==> config.mk <==
export PLATFORM = sky130hd
export DESIGN_NAME = ram64_reorder_ctrl
export DESIGN_NICKNAME = d
export VERILOG_FILES = /design/src/rtl/ram64_reorder_ctrl_pkg.sv /design/src/rtl/ram64_reorder_ctrl_addr_bitrev.sv /design/src/rtl/ram64_reorder_ctrl.sv
export SDC_FILE = /design/constraint.sdc
export NUM_CORES = 1
export LEC_CHECK = 0
export CORE_MARGIN = 1
export CORE_UTILIZATION = 50
export DETAILED_ROUTE_END_ITERATION = 10
export PLACE_DENSITY = 0.87
export SLEW_MARGIN = 10
export SYNTH_ARGS = -nofsm -noshare
export SYNTH_HDL_FRONTEND = slang
export SYNTH_SLANG_ARGS = --single-unit
==> constraint.sdc <==
create_clock -name CLK -period 1.7 [get_ports CLK]
set_input_delay 0.17 -clock CLK [delete_from_list [all_inputs] [get_ports CLK]]
set_output_delay 0.17 -clock CLK [all_outputs]
set_load 0.02 [all_outputs]
==> src/rtl/ram64_reorder_ctrl_pkg.sv <==
// Shared types for the RAM64 ping-pong reorder sequencer.
// Frame length and state encoding live here so top and bench agree.
package ram64_reorder_ctrl_pkg;

  localparam int LOGN_C = 6;

  typedef enum logic [1:0] {
    ST_IDLE   = 2'd0,
    ST_FILL   = 2'd1,
    ST_DRAIN  = 2'd2,
    ST_STREAM = 2'd3
  } state_e;

endpackage

==> src/rtl/ram64_reorder_ctrl_addr_bitrev.sv <==
// Combinational bit reversal of the read counter for natural-order output.
// Compiled only when FFT_BITREV_EN is defined; otherwise the read address is the counter itself.
`ifdef FFT_BITREV_EN
module ram64_reorder_ctrl_addr_bitrev
  import ram64_reorder_ctrl_pkg::*;
(
  input  logic [LOGN_C-1:0] addr_in,
  output logic [LOGN_C-1:0] addr_out
);

  for (genvar gi = 0; gi < LOGN_C; gi++) begin : g_rev
    assign addr_out[gi] = addr_in[LOGN_C-1-gi];
  end

endmodule
`endif

==> src/rtl/ram64_reorder_ctrl.sv <==
// Ping-pong sequencer for two 64-word RAM banks: writes one bank while reading the other.
// Define FFT_BITREV_EN to read each bank in bit-reversed address order.
module ram64_reorder_ctrl
  import ram64_reorder_ctrl_pkg::*;
#(
  parameter int LOGN = 6
) (
  input  logic            CLK,
  input  logic            RSTn,
  input  logic            ED,
  input  logic            START,
  output logic [LOGN-1:0] ADDR0,
  output logic            WE0,
  output logic [LOGN-1:0] ADDR1,
  output logic            WE1,
  output logic            OSEL,
  output logic            OVLD,
  output logic            OFIRST,
  output logic            FRM_ERR
);

  if (LOGN != LOGN_C) begin : g_bad_logn
    $error("ram64_reorder_ctrl: only LOGN=6 is supported");
  end

  localparam logic [LOGN-1:0] CNT_ONE = LOGN'(1);

  state_e          st_q, st_d;
  logic [LOGN-1:0] wcnt_q, wcnt_d;
  logic [LOGN-1:0] rcnt_q, rcnt_d;
  logic            wbank_q, wbank_d;
  logic            osel_q, osel_d;
  logic            ovld_q, ovld_d;
  logic            ofirst_q, ofirst_d;
  logic            frm_err_q, frm_err_d;

  logic            start_eff;
  logic            reading;
  logic            writing;
  logic            wcnt_last;
  logic            rcnt_last;
  logic [LOGN-1:0] waddr;
  logic [LOGN-1:0] raddr;

  assign start_eff = ED & START;
  assign reading   = (st_q == ST_DRAIN) || (st_q == ST_STREAM);
  assign writing   = (st_q == ST_FILL) || (st_q == ST_STREAM) || start_eff;
  assign wcnt_last = (wcnt_q == '1);
  assign rcnt_last = (rcnt_q == '1);
  assign waddr     = start_eff ? '0 : wcnt_q;

`ifdef FFT_BITREV_EN
  ram64_reorder_ctrl_addr_bitrev u_bitrev (
    .addr_in  (rcnt_q),
    .addr_out (raddr)
  );
`else
  assign raddr = rcnt_q;
`endif

  // Write bank is wbank, read bank is always the other one, so the two never collide.
  always_comb begin
    ADDR0 = '0;
    WE0   = 1'b0;
    ADDR1 = '0;
    WE1   = 1'b0;
    if (writing) begin
      if (wbank_q) begin
        ADDR1 = waddr;
        WE1   = ED;
      end else begin
        ADDR0 = waddr;
        WE0   = ED;
      end
    end
    if (reading) begin
      if (wbank_q) ADDR0 = raddr;
      else         ADDR1 = raddr;
    end
  end

  always_comb begin
    st_d      = st_q;
    wcnt_d    = wcnt_q;
    rcnt_d    = rcnt_q;
    wbank_d   = wbank_q;
    osel_d    = osel_q;
    ovld_d    = ovld_q;
    ofirst_d  = ofirst_q;
    frm_err_d = frm_err_q;
    if (ED) begin
      ovld_d    = reading;
      osel_d    = ~wbank_q;
      ofirst_d  = reading && (rcnt_q == '0);
      frm_err_d = 1'b0;
      if (reading) rcnt_d = rcnt_q + CNT_ONE;
      unique case (st_q)
        ST_IDLE: begin
          if (start_eff) begin
            wcnt_d = CNT_ONE;
            st_d   = ST_FILL;
          end
        end
        ST_FILL: begin
          if (start_eff) begin
            wcnt_d    = CNT_ONE;
            frm_err_d = 1'b1;
          end else if (wcnt_last) begin
            wbank_d = ~wbank_q;
            rcnt_d  = '0;
            wcnt_d  = '0;
            st_d    = ST_DRAIN;
          end else begin
            wcnt_d = wcnt_q + CNT_ONE;
          end
        end
        ST_DRAIN: begin
          if (start_eff) begin
            wcnt_d = CNT_ONE;
            st_d   = rcnt_last ? ST_FILL : ST_STREAM;
          end else if (rcnt_last) begin
            st_d = ST_IDLE;
          end
        end
        ST_STREAM: begin
          // A restart keeps reading; a completed write swaps banks even if the read also ends.
          if (start_eff) begin
            wcnt_d    = CNT_ONE;
            frm_err_d = 1'b1;
            if (rcnt_last) st_d = ST_FILL;
          end else if (wcnt_last) begin
            wbank_d = ~wbank_q;
            rcnt_d  = '0;
            wcnt_d  = '0;
            st_d    = ST_DRAIN;
          end else begin
            wcnt_d = wcnt_q + CNT_ONE;
            if (rcnt_last) st_d = ST_FILL;
          end
        end
        default: st_d = ST_IDLE;
      endcase
    end
  end

  always_ff @(posedge CLK or negedge RSTn) begin
    if (!RSTn) begin
      st_q      <= ST_IDLE;
      wcnt_q    <= '0;
      rcnt_q    <= '0;
      wbank_q   <= 1'b0;
      osel_q    <= 1'b0;
      ovld_q    <= 1'b0;
      ofirst_q  <= 1'b0;
      frm_err_q <= 1'b0;
    end else begin
      st_q      <= st_d;
      wcnt_q    <= wcnt_d;
      rcnt_q    <= rcnt_d;
      wbank_q   <= wbank_d;
      osel_q    <= osel_d;
      ovld_q    <= ovld_d;
      ofirst_q  <= ofirst_d;
      frm_err_q <= frm_err_d;
    end
  end

  assign OSEL    = osel_q;
  assign OVLD    = ovld_q;
  assign OFIRST  = ofirst_q;
  assign FRM_ERR = frm_err_q;

endmodule
# [Word level (Yosys, flattened, before mapping)]
# Cells that the tools add are included.
# Widths: inputs -> output; s select.
[totals] input_bits=4 elab_cells=67 out_inout_bits=18 regBits=19
[op_classes] muxes=33 n_eq_ne=10 n_reduce_logical=11 add_sub_neg=2 bitwise=3
[ops] cell="$mux 6" count=16
[ops] cell="$mux 2" count=9
[ops] cell="$add 6x1->6 const B" count=2
[ops] cell="$eq 6x6->1 const B" count=2
[ops] cell="$pmux 6 s2" count=1
[ops] cell="$pmux 2 s4" count=1
[ops] cell="$logic_not 6->1" count=1
[ops] cell="$mux 1" count=6
[ops] cell="$ne 2x2->1 const B" count=3
[ops] cell="$reduce_and 5->1" count=1
[ops] cell="$eq 2x2->1 const B" count=2
[ops] cell="$reduce_and 4->1" count=1
[ops] cell="$reduce_or 2->1" count=2
[ops] cell="$logic_or 1x1->1" count=3
[ops] cell="$ne 3x3->1 const B" count=1
[ops] cell="$eq 2x1->1 const B" count=1
[ops] cell="$logic_not 2->1" count=1
[ops] cell="$ne 2x1->1 const B" count=1
[ops] cell="$not 1->1" count=2
[ops] cell="$reduce_and 2->1" count=1
[ops] cell="$and 1x1->1" count=1
[ops] cell="$logic_and 1x1->1" count=1

# [Depth between registers and ports, before layout]
# Gate-level depths: netlist of run 1.
[depth] depth_word=6 ltp_mapped=6 depth_no_buf=5

# [Worst setup path before layout of run 1]
# OpenSTA, ideal clock, no wires.
[synth_path] path_kind="register to output" startpoint="register st_q[0]" endpoint="output port ADDR0[0]" path_stages_with_launch=5 arrival_ps=1377 n_path_buf=1 setup_slack_ps=153 path_cell_list="dfrtp_1 clkbuf_1 a21boi_2 nand2_1 o21ai_0"
[synth_via] elab_chain_len=6 word_cells_on_any_way=9
[synth_lines] item="from (decl)" line_no="ram64_reorder_ctrl.sv:28" source="state_e st_q, st_d;"
[synth_lines] item="from (signal assigned)" line_no="ram64_reorder_ctrl.sv:157" source="st_q <= st_d;"
[synth_lines] item="$eq 2x1->1 or $eq 2x2->1 (tied branches)" line_no="ram64_reorder_ctrl.sv:47, ram64_reorder_ctrl.sv:46"
[synth_lines] item="$logic_or 1x1->1 (2 in a row)" line_no="ram64_reorder_ctrl.sv:47" source="assign writing = (st_q == ST_FILL) || (st_q == ST_STREAM) || start_eff;"
[synth_lines] item="$mux 6" line_no="ram64_reorder_ctrl.sv:67" source="if (writing) begin"
[synth_lines] item="$mux 6" line_no="ram64_reorder_ctrl.sv:77" source="if (wbank_q) ADDR0 = raddr;"
[synth_lines] item="$mux 6 (*)" line_no="ram64_reorder_ctrl.sv:76" source="if (reading) begin"
[synth_lines] item="to (decl)" line_no="ram64_reorder_ctrl.sv:12" source="output logic [LOGN-1:0] ADDR0,"
# Mark *: on every way between the ends. The rest lies on a longest branch, timed or not.

# [Final worst setup path of run 1]
[layout_path] startpoint="register st_q[0]" endpoint="output port ADDR0[2]"
# Same word-level chain as after synthesis.

==> reports/results.txt, run 1 <==
status - complete, no violations
Seq/Total Area, Yosys - 41.6%
clk sinks - 19
antenna violations before repair - 0
Required @ worst endpoint - 1.53 ns
worst slack at placement - -0.294 ns
CTS max path bufs - 2
final net count - 182
number of flops mapped to enable cells by yosys - 0
net count of the mapped netlist - 147
Hold Crit Class - primary input to async pin
Achievable Freq - 0.620 GHz
starting density of the core - 55.5%
Yosys cell types - 33
cts bufs inserted - 3
GRT overflow - 0
synth cell count leaders - nand2_1, o21ai_0, dfrtp_1, nand3_1
CTS tree - yes
largest net degree at the start of global routing - 20
clock latency on the worst-skew pair - 0.30 ns
htree depth - 1
worst-path cell chain - a21boi_2, buf_4, nand2_1, o21ai_0, buf_2
n_diodes - 0
Crit. End Element - primary output
setup tns final - 0 ns
Synth Flop Type - dfrtp_1
WP buf/inv - 2
max-slew violation count - 0
min Tclk post-route - 1.61 ns
Yosys reg bits - 19
die height - 49.8 µm
yosys warns - 0
Fin. Hold Viols - 0
CP Launch Type - register
Synth top area share - 41.6%
post-DP HPWL - 1980 µm
Slew @ Worst Pin - 0.277 ns
share of cells above drive strength 1 - 25.3%
Slowest-stage cell, CP - dfrtp_1
VDD IR max - 470 µV
gpl congestion - 0.905
first-pass GRT wire length - 4820 µm
number of setup violations in the final report - 0
Core ar. - 2060 µm²
Power per Cell Area - 777 nW/µm²
Clock Skews - 0.0112 ns
WHS - 0.185 ns
cell taking the most area after synthesis - dfrtp_1
DR pass1 iterations - 4
post-route ant nets - 0
ranking of synthesized cells by area - dfrtp_1, o21ai_0, nand2_1
total of max-cap violations - 0
CP arrival - 1.44 ns
RSZ-0062 raised after global routing - no
WS Path Type - register to primary output
Avg Cell Area, Syn - 8.17 µm²
Syn Std Cell Area - 1140 µm²
drt wl/cell - 14.1 µm
die span in x - 49.8 µm
vias per cell - 5.70
DRT iter0 DRCs - 34
via count - 1,146
total die area - 2480 µm²
final worst-path setup slack - 0.0878 ns
Post-route DRC - 0
hold_buf cts - 0
CP top delay family - flip-flops
CTS root buffer - clkbuf_4
worst rel slew slack - 81.3%
WL final - 2830 µm
Crit path largest cell delay - 0.38 ns
number of global-route vias before repair - 1,091
asr flop ratio synth - 100%
Area growth syn-to-layout - 26.8%
IO Port Bufs - 21
Gate Count Post-Synth - 140
Lkg Pwr - 0.668 nW
Tcrit/Tclk final - 94.8%
GRT Overall Usage - 25.5%
Tot Pwr - 1.13 mW
DP Cell Count - 192
Final Non-Filler Cells - 201
site row count - 16
Critical Path Fanout Max - 8
I/O pin count - 22
clock-pin slew on the worst setup and hold paths - 0.12 ns
==> per-layer routing <==
metal / up-vias / track usage [%] / wire length [µm]
li1: 546 / - / -
met1: 550 / 33.1 / 1210
met2: 44 / 43.2 / 1410
met3: 6 / 3.70 / 171
met4: 0 / 8.57 / 38
met5: - / 0 / 0
==> stage by stage <==
step / cell area (µm²) / util (%)
final: 1450 / 70.3
after global routing: 1450 / 70.3
after CTS: 1480 / 71.9
after detailed placement: 1450 / 70.4
after global placement: 1450 / 70.4
after floorplan: 1140 / -
==> final timing paths <==
check | cells after the start | to | slack [ns] | start
worst max-delay path | 5 | ADDR0[2] | 0.09 | st_q[0]
worst min-delay path | 2 | st_q[0] | 0.19 | RSTn
worst max register to register | 6 | wbank_q | 0.16 | wcnt_q[0]
worst min register to register | 1 | OSEL | 0.52 | OSEL
max in group asynchronous | 2 | wcnt_q[5] | 1.29 | RSTn
min in group CLK | 1 | OSEL | 0.52 | OSEL
==> final cells by class <==
class	instances	area, µm²
clock buffers	3	22.5
clock inverters	1	5.00
fillers	172	612
inverters	8	33.8
multi-input cells	103	597
flip-flops and latches	19	475
well taps	27	33.8
repair buffers	40	283
==> timing repair <==
action,4_1_cts,5_1_grt
endpoints found under the setup margin,14,14
resized for setup,43,22
pin swaps,0,1
buffers inserted,1,4
==> cells in the final DEF, fill, tap and decap left out, drive strengths merged, types with 3 or more instances in the layout <==
cell type,count
nor2,8
nand4,4
clkbuf,8
ha,3
nand2,22
a21oi,3
buf,28
dfrtp,19
xor2,4
o21ai,22
nand3,15
clkdlybuf4s50,7
inv,7
==> power by group <==
part           total, mW  internal, mW  switching, mW  leakage (nW)
combinational      0.311         0.128          0.183         0.407
clock              0.235        0.0875          0.148        0.0177
sequential         0.580         0.498         0.0816         0.243
total               1.13         0.714          0.412         0.668
==> cell families after synthesis <==
kind of cell,synth area share [%]
AO/OA/AOI/OAI,16.8
XOR/XNOR,4.60
adder cells (fa/ha/maj),3.28
buffers and inverters,6.24
flip-flops,41.6
multiplexers,0.985
AND/OR/NAND/NOR,26.5
==> flip-flops by register name (all words and copies together), names as in the netlist <==
signal,count
FRM_ERR,1
OFIRST,1
OSEL,1
OVLD,1
raddr,6
st_q,2
wbank_q,1
wcnt_q,6
No activity file was read; power rests on OpenSTA's default activity.
==> inputs of run 2 (changes only) <==
Settings changed: SLEW_MARGIN 10 to 20.
==> results of run 2 <==
Final layout, timing and power as in run 1 (identical DEF).
